===== src/rtl/if_id_pipe_buf_pkg.sv =====
`default_nettype none
// +--------------------------------------------------------------------+
// | Package : if_id_pipe_buf_pkg                                        |
// | Shared constants, width helpers and entry type for the fetch/decode |
// | elastic buffer.                                                     |
// | Rev     : 1.0  initial release                                      |
// +--------------------------------------------------------------------+
package if_id_pipe_buf_pkg;

    localparam int DEF_INSTR_W = 32;
    localparam int DEF_ADDR_W  = 32;
    localparam int DEF_DEPTH   = 2;

    // Instruction presented to decode when the buffer holds nothing.
    localparam logic [DEF_INSTR_W-1:0] NOP_INSTR = '0;

    // Pointer width for a given depth; kept at least one bit wide.
    function automatic int ptr_width(input int depth);
        return (depth > 1) ? $clog2(depth) : 1;
    endfunction

    localparam int PTR_W     = ptr_width(DEF_DEPTH);
    localparam int CNT_OCC_W = PTR_W + 1;

    // One buffered fetch result at the default widths.
    typedef struct packed {
        logic [DEF_INSTR_W-1:0] instr;
        logic [DEF_ADDR_W-1:0]  addr;
    } entry_t;

endpackage
`default_nettype wire


===== src/rtl/if_id_pipe_buf_sat_counter.sv =====
`default_nettype none
// +--------------------------------------------------------------------+
// | Module  : if_id_pipe_buf_sat_counter                                |
// | Up-counter that sticks at its all-ones value; synchronous reset and |
// | synchronous clear.                                                  |
// | Rev     : 1.0  initial release                                      |
// +--------------------------------------------------------------------+
module if_id_pipe_buf_sat_counter #(
    parameter int CNT_W = 16
) (
    input  logic             clk,
    input  logic             rst,
    input  logic             clr,
    input  logic             inc,
    output logic [CNT_W-1:0] cnt
);

    logic [CNT_W-1:0] r_cnt;

    // Count enabled cycles, holding at the maximum instead of wrapping.
    always_ff @(posedge clk) begin
        if (rst || clr) begin
            r_cnt <= '0;
        end else if (inc && (r_cnt != {CNT_W{1'b1}})) begin
            r_cnt <= r_cnt + 1'b1;
        end
    end

    assign cnt = r_cnt;

endmodule
`default_nettype wire


===== src/rtl/if_id_pipe_buf.sv =====
`default_nettype none
// +--------------------------------------------------------------------+
// | Module  : if_id_pipe_buf                                            |
// | Elastic DEPTH-entry fetch/decode buffer with valid/ready on both    |
// | sides, hazard hold, multi-source flush and a saturating flush count.|
// | Rev     : 1.0  initial release                                      |
// +--------------------------------------------------------------------+
module if_id_pipe_buf
    import if_id_pipe_buf_pkg::*;
#(
    parameter int INSTR_W   = 32,
    parameter int ADDR_W    = 32,
    parameter int DEPTH     = 2,   // power of two, at least 2
    parameter int NUM_FLUSH = 2,
    parameter int CNT_W     = 16
) (
    input  logic                     clk,
    input  logic                     rst_i,
    input  logic                     in_valid_i,
    output logic                     in_ready_o,
    input  logic [INSTR_W-1:0]       instr_i,
    input  logic [ADDR_W-1:0]        addr_i,
    output logic                     out_valid_o,
    input  logic                     out_ready_i,
    output logic [INSTR_W-1:0]       instr_o,
    output logic [ADDR_W-1:0]        addr_o,
    input  logic                     hd_i,
    input  logic [NUM_FLUSH-1:0]     flush_i,
    output logic [$clog2(DEPTH):0]   count_o,
    output logic [CNT_W-1:0]         flush_cnt_o
);

    localparam int c_ptr_w = ptr_width(DEPTH);
    localparam int c_occ_w = $clog2(DEPTH) + 1;
    localparam logic [c_occ_w-1:0] c_full = c_occ_w'(DEPTH);

    typedef struct packed {
        logic [INSTR_W-1:0] instr;
        logic [ADDR_W-1:0]  addr;
    } slot_t;

    slot_t              r_mem [DEPTH];
    logic [c_ptr_w-1:0] r_wr_ptr;
    logic [c_ptr_w-1:0] r_rd_ptr;
    logic [c_occ_w-1:0] r_count;

    logic  w_push;
    logic  w_pop;
    logic  w_flush;
    slot_t w_head;

    // Handshake flags are derived only from registered occupancy, so
    // out_ready_i and hd_i never reach in_ready_o combinationally.
    assign in_ready_o  = (r_count < c_full);
    assign out_valid_o = (r_count != '0);
    assign w_flush     = |flush_i;
    assign w_push      = in_valid_i & in_ready_o;
    assign w_pop       = out_valid_o & out_ready_i & ~hd_i;

    // Head entry, replaced by a NOP whenever nothing is buffered.
    assign w_head  = r_mem[r_rd_ptr];
    assign instr_o = out_valid_o ? w_head.instr : '0;
    assign addr_o  = out_valid_o ? w_head.addr  : '0;
    assign count_o = r_count;

    // Storage write; contents are left as-is on reset and flush since
    // occupancy alone decides what is visible.
    always_ff @(posedge clk) begin
        if (w_push && !w_flush && !rst_i) begin
            r_mem[r_wr_ptr] <= '{instr: instr_i, addr: addr_i};
        end
    end

    // Pointer and occupancy update; reset beats flush, flush beats
    // push/pop (a same-cycle push is dropped).
    always_ff @(posedge clk) begin
        if (rst_i || w_flush) begin
            r_wr_ptr <= '0;
            r_rd_ptr <= '0;
            r_count  <= '0;
        end else begin
            if (w_push) begin
                r_wr_ptr <= r_wr_ptr + 1'b1;
            end
            if (w_pop) begin
                r_rd_ptr <= r_rd_ptr + 1'b1;
            end
            case ({w_push, w_pop})
                2'b10:   r_count <= r_count + 1'b1;
                2'b01:   r_count <= r_count - 1'b1;
                default: r_count <= r_count;
            endcase
        end
    end

    if_id_pipe_buf_sat_counter #(
        .CNT_W (CNT_W)
    ) u_flush_cnt (
        .clk (clk),
        .rst (rst_i),
        .clr (1'b0),
        .inc (w_flush),
        .cnt (flush_cnt_o)
    );

endmodule
`default_nettype wire

===== config.mk =====
export PLATFORM = sky130hd
export DESIGN_NAME = if_id_pipe_buf
export DESIGN_NICKNAME = d
export VERILOG_FILES = /design/src/rtl/if_id_pipe_buf_pkg.sv /design/src/rtl/if_id_pipe_buf_sat_counter.sv /design/src/rtl/if_id_pipe_buf.sv
export SDC_FILE = /design/constraint.sdc
export NUM_CORES = 1
export LEC_CHECK = 0
export CAP_MARGIN = 25
export CORE_MARGIN = 3
export CORE_UTILIZATION = 40
export CTS_CLUSTER_DIAMETER = 60
export DETAILED_ROUTE_END_ITERATION = 12
export DONT_BUFFER_PORTS = 1
export PLACE_DENSITY = 0.6
export RECOVER_POWER = 100
export SLEW_MARGIN = 20
export SYNTH_ARGS = -nofsm -noshare
export SYNTH_HDL_FRONTEND = slang
export SYNTH_SLANG_ARGS = --single-unit
export TNS_END_PERCENT = 1

===== constraint.sdc =====
create_clock -name clk -period 19.7 [get_ports clk]
set_input_delay 2.955 -clock clk [delete_from_list [all_inputs] [get_ports clk]]
set_output_delay 2.955 -clock clk [all_outputs]
set_load 0.05 [all_outputs]

== Word-level counts from Yosys, hierarchy flattened ==
Memories as Yosys holds them, arrays and structs flattened. A register that Yosys moved wholly into a read port is not among the register bits.
Index checks and enable logic that the tools add are counted.
Storage, ports and cells
  word-level logic and storage cells: 34
  output and inout port bits: 84
  input bits: 71
  flip-flop bits (word level): 20
  memory bits (writable): 128
  memories kept: 1
Memories
  r_mem: words 2, bits a word 64, rd ports 1, clocked after Yosys merged registers in 1, write ports 1, RTL line if_id_pipe_buf.sv:42  | slot_t r_mem [DEPTH];
Cells by class
  bitwise gates (word level): 4
  order comparisons: 1
  add/subtract/negate cells: 5
  mux-type cells: 7
  reduce and logical (&&, ||, !) cells: 9
  equal/unequal tests: 3
Operators with widths (number)
  two-way mux 32 bit: 2
  adder 16 x 1 -> 16 bit, second input constant: 1
  != test 16 bit, second input constant: 1
  two-way mux 1 bit: 4
  one-hot mux 2 bit (2 select lines): 1
  nonzero test 2 bit: 2
  bitwise AND 1 bit: 3
  logical AND 1 bit: 3
  adder 1 bit, second input constant: 2
  adder 2 x 1 -> 2 bit, second input constant: 1
  equality test 2 x 1 -> 1 bit, second input constant: 1
  equality test 2 bit, second input constant: 1
  logical NOT 1 bit: 2
  less-than comparator 2 bit, second input constant: 1
  OR reduction 2 bit: 1
  subtractor 2 x 1 -> 2 bit, second input constant: 1
  logical OR 1 bit: 1
  NOT 1 bit: 1

== Longest topological paths before layout ==
  word-level depth: 6
  gate-level depth with buffers: 6
  mapped depth without buffers: 6

== Cells and area by module ==
A second synthesis with hierarchy kept.
Second synthesis, totals
  cells, all modules: 397
  area total of the unflattened synthesis: 5913.2 µm²
Modules (own cells, without submodules)
  if_id_pipe_buf: seq. area each 3943.8 µm², area an instance 5066.1 µm², instances 1, cells an instance 302
  if_id_pipe_buf_sat_counter: seq. area each 320.3 µm², area an instance 847.1 µm², instances 1, cells an instance 95

== Least setup slack after synthesis ==
Ideal clock, no wire load.
  path kind: input to register
  start: input flush_i[1]
  end: memory r_mem[0][0] (netlist name), enable pin
  required time: 19.135 ns
  path buffers: 1
  stages: 3
  setup time: 0.565 ns
  arrival time: 7.832 ns
  path slack: 11.304 ns
  cells stage by stage: or3_1 > clkbuf_1 > nor3_1
On the way
  longest elaborated chain between the ends: 6
RTL lines
  start: declaration: RTL line if_id_pipe_buf.sv:28  | input logic [NUM_FLUSH-1:0] flush_i,
  OR reduction 2 bit: RTL line if_id_pipe_buf.sv:56  | assign w_flush = |flush_i;
  logical NOT 1 bit: RTL line if_id_pipe_buf.sv:69  | if (w_push && !w_flush && !rst_i) begin
  logical AND 1 bit (2 in a row): RTL line if_id_pipe_buf.sv:69
  two-way mux 1 bit: RTL line if_id_pipe_buf.sv:69
  two-way mux 1 bit (not written as such): RTL line if_id_pipe_buf.sv:70  | r_mem[r_wr_ptr] <= '{instr: instr_i, addr: addr_i};
  end: declaration: RTL line if_id_pipe_buf.sv:42
Every way passes these cells.

== Worst setup path after layout ==
  start: register r_count[1] (netlist: count_o[1])
  end: output instr_o[11]
On the way
  longest elaborated chain between the ends: 2
RTL lines
  start: declaration: RTL line if_id_pipe_buf.sv:45  | logic [c_occ_w-1:0] r_count;
  start signal: assignment: RTL line if_id_pipe_buf.sv:89  | 2'b10: r_count <= r_count + 1'b1;
  start signal: assignment: RTL line if_id_pipe_buf.sv:90  | 2'b01: r_count <= r_count - 1'b1;
  start signal: assignment: RTL line if_id_pipe_buf.sv:91  | default: r_count <= r_count;
  nonzero test 2 bit: RTL line if_id_pipe_buf.sv:55  | assign out_valid_o = (r_count != '0);
  two-way mux 32 bit: RTL line if_id_pipe_buf.sv:62  | assign instr_o = out_valid_o ? w_head.instr : '0;
  end: declaration: RTL line if_id_pipe_buf.sv:25  | output logic [INSTR_W-1:0] instr_o,
Every way passes these cells.

==> results.txt <==
- Overall track demand over capacity in global routing: 0.145
- Path type of the worst min-delay path: flip-flop to flip-flop
- Part of the total power dissipated in combinational logic: 0.028
- For this run, the detailed router's first-pass iteration total came to 4.
- In this run the vertical extent of the chip is ~130 um.
* Worst Setup Start Kind: flip-flop
- Post-detailed-placement half-perimeter wirelength: approximately 7400 um
- Buffers added to address setup during post-CTS repair amount to 0.
- The share of the Yosys chip area taken by registers is 0.724.
- The checks that failed: capacitance limit, slew limit.
- The routed design could run at a clock period as short as 7010 ps.
* Switching component of the power: about 140 uW
* First-pass GRT wire length: approximately 18000 um
* CTS Root Buffer Type: sky130_fd_sc_hd__clkbuf_16
- Maximum number of buffers from clock root to sink: 2
- FF-to-FF path depth: 4
- From synthesis to final layout, the design area changed by 12.3%.
* Final setup violation count: 0
- Dividing the detail-routed wire length by the instance count gives between 15 and 20 um.
* Async SR Flop Fraction: 0
* Share of cells above drive strength 1: 0.0954
- Setup total negative slack on the finished layout was measured at 0 ps.
- Yosys mapped a number of flops with a built-in enable equal to between 100 and 150.
- Final worst hold slack: around 520 ps
- Main synth FF type: sky130_fd_sc_hd__edfxtp_1
* Rows: 43
- Gates resized during post-CTS repair numbered 0.
- In this run the power density over the cells is 104 nW/um^2.
- Number of hold violations in the final report: 0
- Level count of the clock H-tree: 4
- Number of nets in the layout: around 470
- Clock transition at the register clock pins on the worst setup and hold paths after CTS: ~60 ps
- Setup slack on the worst reg-to-reg path comes out at 14510 ps.
- After detailed routing, the number of remaining DRC violations is 0.
- Post-detailed-route via-to-cell ratio: roughly 5.3
- Summing all non-filler instances in the final layout gives an area of ~6600 sq um.
- Hold endpoint: r_rd_ptr
* Pre-CTS WS: about 14000 ps
* Post-synthesis average cell area: around 15 sq um
* Leftover overflow at the end of global routing: 0
* Fraction of the cycle the final worst path needs: 0.356
* Net count of the mapped netlist: 466
- Worst-case clock skew: between 8 and 9 ps
- Slew margin rel.: -1.09
- Timing would allow up to between 100 and 150 MHz.
- Hold Path Stages: 2
- Count of unique library cells instantiated by Yosys: 42
- IR analysis of the VDD net gives a maximum drop of roughly 0.000060 V.
- Entering global routing, the biggest net connects 67 pins.
* DP Area: roughly 6000 sq um
* Effective utilization at floorplan: 0.416
- Die area: about 16000 sq um
* Post-synth design cell area: 5890 sq um
- The clock net in this run drives a total of 149 sinks.
- Remaining number of nets flagged by the antenna check after routing: 0
* Static power due to leakage: about 2.0 nW
* Insertion delay to the later sink of the worst-skew pair: about 410 ps
- STA classifies the critical path endpoint as an output pin.
- The internal portion of the total power is 547 uW.
* Post-CTS Hold Fix Bufs: 0
- TritonCTS buffer count: 17
- After filler insertion, the fill cell instance count of the layout stands at roughly 1300.
- Post-route worst setup slack: 12690 ps
- After synthesis the netlist holds a flip-flop and latch count of 149.
- After technology mapping, the gate count stands at slightly below 400.
* Via count of the first global-routing pass: 3183
* IO Port Bufs: 0
- Endpoint required time on the critical path: 16750 ps
- Setup repair after global routing left no endpoint under its margin.
* Largest fanout on the critical path: between 60 and 70
* Chip width: roughly 130 um
- Min-delay src: r_rd_ptr
- Status: finished, violations left
* Final cell count without fillers: about 590
- Number of max-cap violations: 4
- Vias after detailed routing: between 3000 and 4000
* WP data arrival: 4060 ps
- 0 antenna diodes ended up in the layout.
- Placed insts: ~560
- The share of total power dissipated in the clock network is 0.463.
* Initial DRC count: about 160
- Proportion of total power due to net switching: 0.204
- For the pin with the worst max-slew slack, the measured transition is 3130 ps.
- Final wirelength: 11600 um
- Io pins: about 160
- Dominant cell type by area after synthesis: sky130_fd_sc_hd__edfxtp_1
- The setup path with the least slack is of type flip-flop to output pin.
* Fraction of power consumed by sequential logic: 0.509
- Destination of the worst register-to-register timing path: r_mem[0][16]
- For this run, the number of Yosys warnings is 0.
* Reg-to-reg critical path startpoint: count_o[1]
- Count of pins over their slew limit: approximately 170
* Yosys top cell area share: 0.653
- GP Congestion: 0.774
* Cell types with the largest area share after synthesis: sky130_fd_sc_hd__edfxtp_1, sky130_fd_sc_hd__mux2i_1, sky130_fd_sc_hd__dfxtp_1
- The initial antenna violation count came to 0.
- TritonCTS built the clock tree.
- The region available for standard cell placement spans 14100 sq um.
-- worst max path at each step --
stage	start	endpoint	slack, ps	cells past startpoint
floorplan	flush_i[1]	r_mem[0][0]	11300	3
global placement	flush_i[1]	r_mem[1][9]	14300	3
detailed placement	flush_i[1]	r_mem[1][10]	14240	3
CTS	flip-flop	instr_o[6]	13970	3
global route	count_o[1]	instr_o[11]	12180	3
finish	count_o[1]	instr_o[11]	12690	3
-- stage by stage --
step	power (mW)	util
finish	0.687	0.467
global route	0.712	0.467
CTS	0.695	0.469
detailed placement	0.376	0.428
global placement	0.375	0.428
floorplan	0.374	-
-- layout make-up --
type	instances	area [sq um]	share of cell area
Sequential cell	149	4270	0.645
Clock buffer	18	429	0.0649
Tap cell	180	225	0.0341
Timing Repair Buffer	5	22.5	0.00341
Inverter	3	11.3	0.00170
Clock inverter	14	158	0.0238
Multi-Input combinational cell	220	1500	0.227
-- cells by family (layout without fill, tap and decap cells) --
group	after synthesis	count (layout)	synth area share
buf+inv	24	40	0.0217
xor+xnor	4	4	0.00595
simple gates	120	120	0.100
fa+ha+maj	2	2	0.00425
mux	67	67	0.115
flops	149	149	0.724
compound gates	27	27	0.0291
-- cells in the final DEF, fill, tap and decap left out, types with 4 or more instances in the layout --
| master | count |
|---|---|
| sky130_fd_sc_hd__or3_1 | 5 |
| sky130_fd_sc_hd__o31ai_1 | 4 |
| sky130_fd_sc_hd__and4_1 | 4 |
| sky130_fd_sc_hd__clkbuf_16 | 17 |
| sky130_fd_sc_hd__dfxtp_1 | 20 |
| sky130_fd_sc_hd__edfxtp_1 | 128 |
| sky130_fd_sc_hd__or4_1 | 5 |
| sky130_fd_sc_hd__o21ai_0 | 4 |
| sky130_fd_sc_hd__a21oi_1 | 11 |
| sky130_fd_sc_hd__nand4_1 | 6 |
| sky130_fd_sc_hd__clkbuf_1 | 5 |
| sky130_fd_sc_hd__mux2i_1 | 64 |
| sky130_fd_sc_hd__nor2_1 | 75 |
| sky130_fd_sc_hd__nor3_1 | 5 |
-- power groups by stage --
stage,combinational (mW),clock (mW),sequential (mW)
floorplan,0.0173,0,0.356
global placement,0.0191,0,0.356
detailed placement,0.0194,0,0.356
CTS,0.0195,0.326,0.350
global route,0.0205,0.342,0.350
finish,0.0190,0.318,0.350
-- cells in the mapped netlist (5+ instances only) --
master,number
sky130_fd_sc_hd__or4_1,5
sky130_fd_sc_hd__edfxtp_1,128
sky130_fd_sc_hd__dfxtp_1,21
sky130_fd_sc_hd__nor2_1,76
sky130_fd_sc_hd__mux2i_1,64
sky130_fd_sc_hd__nand4_1,6
sky130_fd_sc_hd__or3_1,5
sky130_fd_sc_hd__nor3_1,5
sky130_fd_sc_hd__buf_2,8
sky130_fd_sc_hd__a21oi_1,11
sky130_fd_sc_hd__clkbuf_1,6
-- worst max-delay path, cell delays in order (launching register included) --
cell	delay (ps)
sky130_fd_sc_hd__dfxtp_1	520
sky130_fd_sc_hd__nor2_4	170
sky130_fd_sc_hd__clkbuf_1	2010
sky130_fd_sc_hd__nor2_1	890
-- layer usage --
metal,up-vias,wire length (um),GRT usage
met5,-,0,0
met4,0,148,0.0568
met3,12,1070,0.0690
met2,119,5740,0.236
met1,1517,4610,0.166
li1,1488,-,-
-- flip-flops by register name, summed over array words and instances (netlist names), named ones only --
| signal | flops |
|---|---|
| r_mem | 128 |
| u_flush_cnt.cnt | 16 |
| count_o | 2 |
| r_rd_ptr | 1 |
| r_wr_ptr | 1 |
Note: power is estimated with default switching activity, not from simulation.
